[config.mk]
export PLATFORM = sky130hd
export DESIGN_NAME = cs_uop_sequencer
export DESIGN_NICKNAME = d
export VERILOG_FILES = /design/src/rtl/cs_seq_pkg.sv /design/src/rtl/cs_uop_hold_reg.sv /design/src/rtl/cs_uop_sequencer.sv
export SDC_FILE = /design/constraint.sdc
export NUM_CORES = 1
export LEC_CHECK = 0
export ABC_AREA = 1
export ABC_CLOCK_PERIOD_IN_PS = 1600
export BUFFER_PORTS_ARGS = -buffer_cell sky130_fd_sc_hd__buf_2
export CORE_AREA = 5 5 188 190
export DETAILED_ROUTE_END_ITERATION = 7
export DIE_AREA = 0 0 193 195
export HOLD_SLACK_MARGIN = 0.12
export PLACE_DENSITY_LB_ADDON = 0.15
export SLEW_MARGIN = 20
export SYNTH_ARGS = -nofsm -noshare
export SYNTH_HDL_FRONTEND = slang
export SYNTH_SLANG_ARGS = --single-unit
export TNS_END_PERCENT = 50
[constraint.sdc]
create_clock -name clk -period 1.6 [get_ports clk]
set_input_delay 0 -clock clk [delete_from_list [all_inputs] [get_ports clk]]
set_output_delay 0 -clock clk [all_outputs]
set_load 0.02 [all_outputs]
[src/rtl/cs_seq_pkg.sv]
// Shared definitions for the control-store micro-op sequencer: one-hot state
// encodings, default widths and the held-flag bundle.
package cs_seq_pkg;

  localparam int CTRL_W_DEF = 230;
  localparam int ITER_W_DEF = 16;

  typedef logic [4:0] state_t;

  localparam int ST_IDLE_B  = 0;
  localparam int ST_U0_B    = 1;
  localparam int ST_U1_B    = 2;
  localparam int ST_REPW_B  = 3;
  localparam int ST_FAULT_B = 4;

  localparam logic [4:0] ST_IDLE  = 5'b00001;
  localparam logic [4:0] ST_U0    = 5'b00010;
  localparam logic [4:0] ST_U1    = 5'b00100;
  localparam logic [4:0] ST_REPW  = 5'b01000;
  localparam logic [4:0] ST_FAULT = 5'b10000;

  typedef struct packed {
    logic dbl;
    logic rep;
  } uop_flags_t;

  // REP instructions check the iteration count before issuing anything.
  function automatic state_t capture_state(input logic cs_hit, input logic is_rep);
    if (!cs_hit) return ST_FAULT;
    if (is_rep) return ST_REPW;
    return ST_U0;
  endfunction

endpackage

[src/rtl/cs_uop_hold_reg.sv]
// Holds the accepted instruction (control vector plus double/REP flags) for
// the whole time the sequencer is issuing its micro-ops.
module cs_uop_hold_reg
  import cs_seq_pkg::*;
#(
  parameter int CTRL_W = CTRL_W_DEF
) (
  input  logic              clk,
  input  logic              clr,
  input  logic              i_load,
  input  logic [CTRL_W-1:0] i_ctrl,
  input  uop_flags_t        i_flags,
  output logic [CTRL_W-1:0] o_ctrl,
  output uop_flags_t        o_flags
);

  logic [CTRL_W-1:0] r_ctrl;
  uop_flags_t        r_flags;

  // NOTE: the wide control register is reset too, so out_ctrl reads zero out of reset.
  always_ff @(posedge clk or negedge clr) begin
    if (!clr) begin
      r_ctrl  <= '0;
      r_flags <= '0;
    end else if (i_load) begin
      r_ctrl  <= i_ctrl;
      r_flags <= i_flags;
    end
  end

  assign o_ctrl  = r_ctrl;
  assign o_flags = r_flags;

endmodule

[src/rtl/cs_uop_sequencer.sv]
// Issues each decoded instruction as one or two micro-ops, loops REP
// instructions under execution-stage control and holds a fault on a CS miss.
module cs_uop_sequencer
  import cs_seq_pkg::*;
#(
  parameter int CTRL_W = CTRL_W_DEF,
  parameter int ITER_W = ITER_W_DEF
) (
  input  logic              clk,
  input  logic              clr,
  input  logic              flush,
  input  logic              in_valid,
  output logic              in_ready,
  input  logic [CTRL_W-1:0] in_ctrl,
  input  logic              in_cs_hit,
  input  logic              in_isDouble,
  input  logic              in_isREP,
  output logic              out_valid,
  input  logic              out_ready,
  output logic [CTRL_W-1:0] out_ctrl,
  output logic              uop_idx,
  output logic              last_uop,
  output logic              rep_query,
  input  logic              rep_resolve,
  input  logic              rep_continue,
  output logic [ITER_W-1:0] rep_iter,
  output logic              cs_fault,
  input  logic              fault_ack
);

  state_t            r_state;
  state_t            w_state_nxt;
  logic [ITER_W-1:0] r_rep_iter;
  logic [CTRL_W-1:0] w_held_ctrl;
  uop_flags_t        w_in_flags;
  uop_flags_t        w_held_flags;

  logic w_in_idle, w_in_u0, w_in_u1, w_in_repw, w_in_fault;
  logic w_out_hs, w_capture, w_iter_done;

  assign w_in_idle  = r_state[ST_IDLE_B];
  assign w_in_u0    = r_state[ST_U0_B];
  assign w_in_u1    = r_state[ST_U1_B];
  assign w_in_repw  = r_state[ST_REPW_B];
  assign w_in_fault = r_state[ST_FAULT_B];

  assign out_valid = w_in_u0 | w_in_u1;
  assign uop_idx   = w_in_u1;
  assign last_uop  = w_in_u1 | (w_in_u0 & ~w_held_flags.dbl);
  assign rep_query = w_in_repw;
  assign cs_fault  = w_in_fault;
  assign out_ctrl  = w_held_ctrl;
  assign rep_iter  = r_rep_iter;

  assign w_out_hs    = out_valid & out_ready;
  assign w_iter_done = w_out_hs & last_uop & w_held_flags.rep;

  // Accept the next instruction in the same cycle the last uop of a non-REP one leaves.
  assign in_ready  = ~flush & (w_in_idle | (w_out_hs & last_uop & ~w_held_flags.rep));
  assign w_capture = in_valid & in_ready;

  assign w_in_flags.dbl = in_isDouble;
  assign w_in_flags.rep = in_isREP;

  cs_uop_hold_reg #(
    .CTRL_W (CTRL_W)
  ) u_hold (
    .clk     (clk),
    .clr     (clr),
    .i_load  (w_capture),
    .i_ctrl  (in_ctrl),
    .i_flags (w_in_flags),
    .o_ctrl  (w_held_ctrl),
    .o_flags (w_held_flags)
  );

  // NOTE: w_state_nxt gets a default first so no path through the case infers a latch.
  always_comb begin
    w_state_nxt = r_state;
    if (flush) begin
      w_state_nxt = ST_IDLE;
    end else begin
      case (r_state)
        ST_IDLE: begin
          if (w_capture) w_state_nxt = capture_state(in_cs_hit, in_isREP);
        end
        ST_U0: begin
          if (w_out_hs) begin
            if (w_held_flags.dbl)      w_state_nxt = ST_U1;
            else if (w_held_flags.rep) w_state_nxt = ST_REPW;
            else if (w_capture)        w_state_nxt = capture_state(in_cs_hit, in_isREP);
            else                       w_state_nxt = ST_IDLE;
          end
        end
        ST_U1: begin
          if (w_out_hs) begin
            if (w_held_flags.rep) w_state_nxt = ST_REPW;
            else if (w_capture)   w_state_nxt = capture_state(in_cs_hit, in_isREP);
            else                  w_state_nxt = ST_IDLE;
          end
        end
        ST_REPW: begin
          if (rep_resolve) w_state_nxt = rep_continue ? ST_U0 : ST_IDLE;
        end
        ST_FAULT: begin
          if (fault_ack) w_state_nxt = ST_IDLE;
        end
        default: w_state_nxt = ST_IDLE;
      endcase
    end
  end

  // NOTE: sequential state uses non-blocking assignments only.
  always_ff @(posedge clk or negedge clr) begin
    if (!clr) r_state <= ST_IDLE;
    else      r_state <= w_state_nxt;
  end

  // Counts completed iterations; saturates rather than wrapping to zero.
  always_ff @(posedge clk or negedge clr) begin
    if (!clr) begin
      r_rep_iter <= '0;
    end else if (flush || w_capture) begin
      r_rep_iter <= '0;
    end else if (w_iter_done && (r_rep_iter != '1)) begin
      r_rep_iter <= r_rep_iter + ITER_W'(1);
    end
  end

endmodule

# Word level (Yosys, flattened, before mapping)
# Index checks and enable logic that the tools add are counted.
word_totals:
  ff_bits: 253
  in_bits: 241
  word_cells: 87
  out_inout_bits: 252
classes:
  mux: 53
  addsub: 1
  eq_ne: 11
  n_reduce_logical: 4
  bitwise_logic: 13
ops:
  columns: ["operator", "count"]
  rows:
  - ["5-bit 2-to-1 mux", 19]
  - ["16-bit 2-to-1 mux", 2]
  - ["1-bit 2-to-1 mux", 30]
  - ["5-bit one-hot mux with 5 select lines", 1]
  - ["16-bit by 1-bit adder with 16-bit output, second input constant", 1]
  - ["16-bit inequality test, second input constant", 1]
  - ["3-bit inequality test, second input constant", 5]
  - ["1-bit AND", 7]
  - ["5-bit by 1-bit == test with 1-bit output, second input constant", 1]
  - ["5-bit by 2-bit == test with 1-bit output, second input constant", 1]
  - ["5-bit by 3-bit == test with 1-bit output, second input constant", 1]
  - ["5-bit by 4-bit == test with 1-bit output, second input constant", 1]
  - ["5-bit == test, second input constant", 1]
  - ["5-bit AND reduction", 1]
  - ["1-bit NOT", 3]
  - ["1-bit OR", 3]
  - ["2-bit 2-to-1 mux", 1]
  - ["2-bit nonzero test", 1]
  - ["1-bit logical AND", 1]
  - ["1-bit logical OR", 1]

# Depth between registers and ports, before layout
# Gate-level depths: netlist (run 1).
depth:
  ltp_word: 29
  ltp_mapped: 12
  ltp_nobuf: 11

# Modules after synthesis
# A second synthesis (run 1) with hierarchy kept.
hier_totals:
  cells_unflattened: 1179
  hier_area_um2: 10261.1
modules_own_cells:
  columns: ["mod", "cells_each", "area_per_inst_um2", "seq_area_each_um2", "instances"]
  rows:
  - ["cs_uop_hold_reg", 980, 8807.2, 5805.6, 1]
  - ["cs_uop_sequencer", 199, 1453.9, 526.8, 1]

# Worst setup path after synthesis (run 1)
# No wires, ideal clock.
synth_path:
  kind: "register to register"
  from: "register r_rep_iter[0] (netlist: rep_iter[0])"
  to: "register r_rep_iter[11] (netlist: rep_iter[11])"
  setup_time_ns: 0.092
  path_slack_ns: -0.106
  n_path_buf: 1
  arrival_time_ns: 1.615
  synth_period_minus_slack_ns: 1.706
  required_time_ns: 1.508
  stages_incl_launch_ff: 11
  cell_sequence: "dfrtp_1 > ha_1 > nand2_1 > nor2_2 > nand4_1 > nand2_1 > inv_2 > nor2_4 > buf_6 > nand2_1 > o31ai_2"
synth_between:
  elab_chain_cells: 3
  word_cells_on_any_way: 6
  cone_classes: "add/sub (1); eq/ne (1); mux (2); reduce/logical (2)"
synth_rtl:
  columns: ["element", "line", "source"]
  rows:
  - ["start: declaration", "cs_uop_sequencer.sv:33", "logic [ITER_W-1:0] r_rep_iter;"]
  - ["start signal: assignment", "cs_uop_sequencer.sv:126", "r_rep_iter <= r_rep_iter + ITER_W'(1);"]
  - ["16-bit by 1-bit adder with 16-bit output or 16-bit inequality test (tied branches)", "cs_uop_sequencer.sv:126, cs_uop_sequencer.sv:125", null]
  - ["16-bit 2-to-1 mux or 1-bit logical AND (tied branches)", "cs_uop_sequencer.sv:125", "end else if (w_iter_done && (r_rep_iter != '1)) begin"]
  - ["16-bit 2-to-1 mux or 2-bit nonzero test (tied branches)", null, null]
# Several ways; a longest one is shown, not always the timed one. The select of a mux whose other input is x is not followed.
# A chain may end at the register's enable or synchronous reset.

# Worst setup path in the final report (run 1)
layout_path:
  from: "register u_hold.r_flags, in the netlist u_hold.o_flags[1]"
  to: "register u_hold.r_ctrl[216] (netlist: u_hold.o_ctrl[216])"
layout_between:
  elab_chain_cells: 8
layout_rtl:
  columns: ["element", "line", "source"]
  rows:
  - ["start: declaration", "cs_uop_hold_reg.sv:18", "uop_flags_t r_flags;"]
  - ["start signal: assignment", "cs_uop_hold_reg.sv:27", "r_flags <= i_flags;"]
  - ["1-bit NOT", "cs_uop_sequencer.sv:49", "assign last_uop = w_in_u1 | (w_in_u0 & ~w_held_flags.dbl);"]
  - ["1-bit AND", "cs_uop_sequencer.sv:49", null]
  - ["1-bit OR", "cs_uop_sequencer.sv:49", null]
  - ["1-bit AND (2 in a row)", "cs_uop_sequencer.sv:59", "assign in_ready = ~flush & (w_in_idle | (w_out_hs & last_uop & ~w_held_flags.rep));"]
  - ["1-bit OR", "cs_uop_sequencer.sv:59", null]
  - ["1-bit AND", "cs_uop_sequencer.sv:59", null]
  - ["1-bit AND", "cs_uop_sequencer.sv:60", "assign w_capture = in_valid & in_ready;"]
  - ["end signal: assignment", "cs_uop_hold_reg.sv:26", "r_ctrl <= i_ctrl;"]
  - ["end: declaration", "cs_uop_hold_reg.sv:17", "logic [CTRL_W-1:0] r_ctrl;"]
# Every way passes these cells.

==> summary.md, run 1 <==
| Metric | Value |
|---|---|
| Diodes inserted | `0` |
| TritonCTS clock tree | `yes` |
| RSZ-0062 raised after global routing | `yes` |
| Maxcap violations | `0` |
| Initial core utilization | `31.0%` |
| Power per cell area | `1740 nW/µm²` |
| Syn Inst Count | `1174` |
| Vias per cell | `4.37` |
| Most common cell on crit path | `nand2_2` |
| CP cell instances | `inv_2 -> nand2_2 -> nand2_2 -> nand3_4 -> nand2_2 -> nand3_4 -> buf_12 -> buf_12 -> nand2_1 -> nand2_1` |
| Largest net degree at the start of global routing | `73` |
| Skew-Pair Late Insertion Delay | `560 ps` |
| Worst-path clk slew | `60 ps` |
| Clk sinks | `253` |
| Static Leak | `9.62 nW` |
| Layout Skew | `23.9 ps` |
| Post-Syn Nets | `1416` |
| Area Growth Syn to Fin | `69.2%` |
| Final non-filler cell total | `2433` |
| Number of cell rows | `67` |
| Worst min-delay path category | `input port to flip-flop` |
| Delay of the slowest cell on the worst path | `390 ps` |
| Commonest non-fill, non-tap cell in the layout | `nand2_1` |
| H-tree levels | `1` |
| Worst setup margin | `9.24 ps` |
| Ys Warns | `0` |
| Final count of hold timing violations | `0` |
| Crit path kind | `flip-flop to flip-flop` |
| Status | `completed` |
| Die height | `195 µm` |
| Final Critical Period | `1590 ps` |
| HPWL Detailed | `27300 µm` |
| Grt ovf | `0` |
| Die Wd | `193 µm` |
| Die area | `37600 µm²` |
| Final Wtd Congestion | `0.838` |
| Worst slack at placement | `-37.3 ps` |
| Placed cells | `2119` |
| Startpoint Class | `flip-flop` |
| Register area share after synthesis | `61.3%` |
| Critical path required time | `2040 ps` |
| Synth Area per Inst | `8.79 µm²` |
| 1st-pass router iterations | `5` |
| Rel. slew slack | `70.0%` |
| Cts bufs inserted | `29` |
| Share of post-route cells with drive strength above 1 | `33.8%` |
| DRC | `0` |
| Mapped cell area | `10300 µm²` |
| Max stage delay cell, worst path | `dfrtp_1` |
| Root buf cell | `clkbuf_16` |
| Via count | `10600` |
| F_max | `629 MHz` |
| DRT Wirelength | `41200 µm` |
| I/O Pins | `493` |
| DRT antenna net count | `0` |
| Final setup viols | `0` |
| Commonest non-fill, non-tap cells in the layout | `nand2_1 (732), buf_2 (490), dfrtp_1 (247)` |
| Period utilization | `99.4%` |
| Clock Path Buffers | `3` |
| Initial antenna violation count | `0` |
| PortBufs | `492` |
| Worst Path Max Fanout | `57` |
| Vias in the first global route | `10800` |
| Worst Setup End Kind | `flip-flop` |
| First-pass GRT wire length | `60200 µm` |
| VDD IR-drop max | `0.914 mV` |
| Number of synthesized register bits | `253` |
| Max Slew Vio Count | `0` |
| Avg WL per Cell | `16.9 µm` |
| GRT Resource Usage Total | `19.8%` |
| Worst Path Arrival | `2030 ps` |
| DRT iter0 DRCs | `414` |
| Netlist cell types | `29` |
| Core area | `33300 µm²` |
| Slew @ Worst Pin | `451 ps` |
| Final #Nets | `2204` |
-- through the flow --
step	hold WS (ps)	area (µm²)	setup TNS, ps	total power, mW	util (%)
after CTS	130	17000	-1780	30.1	51.0
after floorplan	-296	10300	0	17.5	-
after global routing	164	17500	-2020	32.3	52.5
final	157	17500	0	30.4	52.5
after global placement	-29.7	13500	-18.0	22.4	40.7
after detailed placement	-36.4	13500	-47.0	22.5	40.7
-- where the power goes --
part,switching [mW],internal [mW]
Combinational,8.25,4.54
Sequential,1.55,9.22
Clock,2.69,4.17
Total,12.5,17.9
-- flip-flops by register name, summed over array words and instances (netlist names) --
signal	cells
r_state	5
rep_iter	16
u_hold.o_ctrl	230
u_hold.o_flags	2
-- Yosys cell counts --
| master | count | area (µm²) |
|---|---|---|
| dfstp_2 | 1 | 26.3 |
| nand3_2 | 1 | 10.0 |
| dfrtp_1 | 252 | 6310 |
| o21ai_0 | 9 | 45.0 |
| buf_4 | 10 | 75.1 |
| inv_2 | 4 | 15.0 |
| nand2_2 | 4 | 25.0 |
| buf_2 | 10 | 50.1 |
| or2_2 | 1 | 6.26 |
| nor3_1 | 8 | 40.0 |
| o21a_1 | 2 | 15.0 |
| o31ai_2 | 3 | 37.5 |
| nor2_2 | 1 | 6.26 |
| nand3_1 | 20 | 100 |
| nor3b_1 | 1 | 7.51 |
| nand4_1 | 5 | 31.3 |
| o31ai_1 | 5 | 37.5 |
| inv_1 | 20 | 75.1 |
| o21ai_1 | 4 | 20.0 |
| nor2_4 | 1 | 11.3 |
| a21oi_1 | 4 | 20.0 |
| nand2_1 | 740 | 2780 |
| nor2_1 | 20 | 75.1 |
| nor3_2 | 1 | 10.0 |
| xor2_1 | 9 | 78.8 |
| xnor2_1 | 2 | 17.5 |
| ha_1 | 1 | 12.5 |
| o21bai_1 | 1 | 7.51 |
| buf_6 | 34 | 383 |
-- routing by layer --
metal,global-route usage [%],wire (µm),vias to the layer above
li1,-,-,5167
met1,24.5,16500,4951
met2,34.0,19900,430
met3,5.00,3560,73
met4,5.66,1180,0
met5,0,0,-
-- logic make-up after synthesis --
logic type      count (synthesis)  synth area share [%]
xor+xnor                       11                 0.933
compound gates                 28                  1.77
flops                         253                  61.3
buf+inv                        78                  5.79
simple gates                  803                  30.0
fa+ha+maj                       1                 0.121
-- layout make-up --
class                      count  area [µm²]
timing repair buffer         811        5890
tap                          448         561
clock inverter                12         141
inverter                      24         103
clock buffer                  42         855
fill                        3023       15800
sequential                   253        6340
multi-input combinational    843        3570
-- final timing paths --
path                                    from            endpoint  slack, ps  cells after the start
setup / recovery           u_hold.o_flags[1]  u_hold.o_ctrl[216]          9                     10
hold / removal                     out_ready          r_state[3]        160                      8
setup reg to reg           u_hold.o_flags[1]  u_hold.o_ctrl[216]          9                     10
hold reg to reg             u_hold.o_ctrl[2]    u_hold.o_ctrl[2]        470                      2
max in group asynchronous                clr  u_hold.o_ctrl[130]        360                      4
min in group asynchronous                clr   u_hold.o_ctrl[64]        520                      3
-- worst max-delay path: cells and delay by family (launching register included) --
kind                   cells  cell delay [ps]
AND/OR/NAND/NOR            7              610
buffers and inverters      3              430
flip-flops                 1              390
-- repair_timing --
item | 4_1_cts | 5_1_grt
setup endpoints to repair | 4 | 252
cloned | 0 | 10
hold buffers | 241 | 0
buffers inserted | 1 | 8
pin swaps | 1 | 11
gates resized for setup | 8 | 63
hold endpoints to repair | 501 | 0
Note: power is estimated with default switching activity, not from simulation.
==> inputs of run 2 (changes only) <==
--- a/config.mk
+++ b/config.mk
@@ -6,11 +6,11 @@
 export NUM_CORES = 1
 export LEC_CHECK = 0
 export ABC_AREA = 1
-export ABC_CLOCK_PERIOD_IN_PS = 1600
+export ABC_CLOCK_PERIOD_IN_PS = 1800
 export BUFFER_PORTS_ARGS = -buffer_cell sky130_fd_sc_hd__buf_2
-export CORE_AREA = 5 5 188 190
+export CORE_AREA = 5 5 189 191
 export DETAILED_ROUTE_END_ITERATION = 7
-export DIE_AREA = 0 0 193 195
+export DIE_AREA = 0 0 194 196
 export HOLD_SLACK_MARGIN = 0.12
 export PLACE_DENSITY_LB_ADDON = 0.15
 export SLEW_MARGIN = 20
==> constraint.sdc (replaced) <==
create_clock -name clk -period 1.8 [get_ports clk]
set_input_delay 0 -clock clk [delete_from_list [all_inputs] [get_ports clk]]
set_output_delay 0 -clock clk [all_outputs]
set_load 0.02 [all_outputs]
==> run 2 against run 1 <==
  * Register-to-register slack gained 60 ps
  * Total power shrank 14%
  * Clock-buffer cell count shrank 5
  * Clock skew shrank 11 ps
  * Clock power shrank 13%
  * Critical path depth is the same
  * Sequential power shrank 12%
  * Global-route usage shrank 1.3 points
  * Combinational power shrank 17%
  * Via count shrank 3.1%
  * Core utilization shrank 3.0 points
  * Largest power group unchanged
==> summary.md, run 2 (synthesized netlist as in run 1, its figures left out) <==
| Metric | Value |
|---|---|
| Status | `completed` |
| Number of buffers and inverters on the critical path | `3` |
| Length of routed wiring on met1 | `15400 µm` |
| Sequential fraction of design power | `36.5%` |
| Die area | `38000 µm²` |
| Metal3 WL | `3000 µm` |
| First-pass GRT wire length | `58800 µm` |
| CP cell instances | `inv_2 -> nand2_1 -> nand2_2 -> nand3_2 -> nand2_2 -> nand3_4 -> buf_12 -> buf_16 -> nand2_1 -> nand2_1` |
| Critical path required time | `2230 ps` |
| Delay of the slowest cell on the worst path | `380 ps` |
| Static Leak | `9.33 nW` |
| F_max | `577 MHz` |
| Worst-path clk slew | `60 ps` |
| Initial core utilization | `30.4%` |
| Number of cell rows | `68` |
| Sw frac | `40.9%` |
| Max reg flops | `230` |
| R2r startpoint | `u_hold.o_flags[1]` |
| Clk sinks | `253` |
| VDD IR-drop max | `0.892 mV` |
| FF-to-FF path depth | `10` |
| Core area | `33900 µm²` |
| Total negative slack | `0 ps` |
| GRT Resource Usage Total | `18.5%` |
| Commonest non-fill, non-tap cells in the layout | `nand2_1 (738), buf_2 (491), dfrtp_1 (252)` |
| Via count | `10300` |
| Share of post-route cells with drive strength above 1 | `30.8%` |
| Cts bufs inserted | `29` |
| Rel. slew slack | `58.1%` |
| Hold path depth | `4` |
| Crit path kind | `flip-flop to flip-flop` |
| Initial antenna violation count | `1` |
| Reg-to-Reg End | `u_hold.o_ctrl[81]` |
| Skew-Pair Late Insertion Delay | `540 ps` |
| Worst Path Max Fanout | `96` |
| Area Growth Syn to Fin | `62.6%` |
| 1st-pass router iterations | `5` |
| Grt ovf | `0` |
| Worst min-delay path category | `input port to flip-flop` |
| Final #Nets | `2166` |
| Hold EP | `u_hold.o_ctrl[188]` |
| Max stage delay cell, worst path | `dfrtp_1` |
| R2r setup slk | `70 ps` |
| Layout Skew | `13.3 ps` |
| Met2 routed WL | `17700 µm` |
| Most common cell on crit path | `nand2_1` |
| Power per cell area | `1560 nW/µm²` |
| Vias per cell | `4.29` |
| DRT Wirelength | `37300 µm` |
| HPWL Detailed | `25000 µm` |
| Worst Path Arrival | `2160 ps` |
| Root buf cell | `clkbuf_16` |
| Maxcap violations | `0` |
| Final Wtd Congestion | `0.865` |
| CP top delay family | `simple AND/OR/NAND/NOR gates` |
| Die Wd | `194 µm` |
| Final Critical Period | `1730 ps` |
| Avg WL per Cell | `15.6 µm` |
| Worst Setup End Kind | `flip-flop` |
| Clock share of power | `22.8%` |
| Cell-internal power | `15.5 mW` |
| Power Total | `26.1 mW` |
| I/O Pins | `493` |
| Slew @ Worst Pin | `629 ps` |
| Commonest non-fill, non-tap cell in the layout | `nand2_1` |
| Fillers | `3142` |
| DRC | `0` |
| H-tree levels | `1` |
| Largest net degree at the start of global routing | `135` |
| Startpoint Class | `flip-flop` |
| Clock Path Buffers | `3` |
| Max Used Layer | `met4` |
| Max Slew Vio Count | `0` |
| PortBufs | `492` |
| Min-delay src | `in_ctrl[188]` |
| Final count of hold timing violations | `0` |
| Comb power frac | `40.7%` |
| Period utilization | `96.3%` |
| DRT iter0 DRCs | `485` |
| DRT antenna net count | `0` |
| Final setup viols | `0` |
| Die height | `196 µm` |
| Sw power | `10.7 mW` |
| TritonCTS clock tree | `yes` |
| Vias in the first global route | `10800` |
==> run 2: worst register-to-register path, cell delays in order (launching register included) <==
cell and delay, ps:
dfrtp_1 380, inv_2 70, nand2_1 60, nand2_2 90, nand3_2 80, nand2_2 90, nand3_4 150, buf_12 190
buf_16 200, nand2_1 250, nand2_1 60
==> run 2: how the worst max path moves through the flow <==
stage / startpoint / endpoint / depth (start not counted)
after global routing: u_hold.o_flags[1] / u_hold.o_ctrl[80] / 10
after detailed placement: r_state[2] / u_hold.o_ctrl[85] / 8
after global placement: r_state[1] / u_hold.o_ctrl[116] / 8
after floorplan: rep_iter[0] / rep_iter[11] / 10
final: u_hold.o_flags[1] / u_hold.o_ctrl[81] / 10
after CTS: r_state[2] / u_hold.o_ctrl[45] / 8
==> run 2: timing repair <==
action                                  in CTS  in global routing
hold buffers                               241                  0
setup buffers                                0                  5
gates resized for setup                      0                 15
endpoints found under the setup margin       0                199
hold endpoints to repair                   500                  0
==> run 2: stage by stage <==
stage	util [%]	std cells	hold slack, ps	area (µm²)	worst slack [ps]
detailed placement	39.0	2099	35.7	13200	76.4
floorplan	-	1174	-296	10300	93.6
finish	49.4	2399	180	16800	66.0
CTS	48.9	2390	148	16600	70.7
global route	49.4	2399	160	16800	-14.7
global placement	39.0	2099	46.3	13200	97.6
==> run 2: metal layers <==
| metal | vias to the layer above | GRT usage (%) |
|---|---|---|
| li1 | 5072 | - |
| met1 | 4728 | 23.4 |
| met2 | 420 | 30.7 |
| met3 | 73 | 5.44 |
| met4 | 0 | 5.94 |
| met5 | - | 0 |
==> run 2: area by class of cell <==
type                    instances  area (µm²)  area share [%]
repair buffers                772        5390            32.1
repair inverters                1        8.76          0.0522
inverters                      24         103           0.611
multi-input cells             843        3420            20.4
clock buffers                  37         786            4.68
flip-flops and latches        253        6330            37.7
clock inverters                13         171            1.02
well taps                     455         569            3.39
diodes                          1        2.50          0.0149
==> run 2: power groups by stage <==
| stage | Sequential, mW | Combinational, mW | Clock (mW) |
|---|---|---|---|
| 3_3_place_gp | 9.54 | 10.0 | 0 |
| 4_1_cts | 9.50 | 10.5 | 6.17 |
| 5_1_grt | 9.84 | 11.6 | 6.40 |
| 6_report | 9.53 | 10.6 | 5.97 |
| 3_5_place_dp | 9.51 | 10.1 | 0 |
| 2_1_floorplan | 12.6 | 2.93 | 0 |
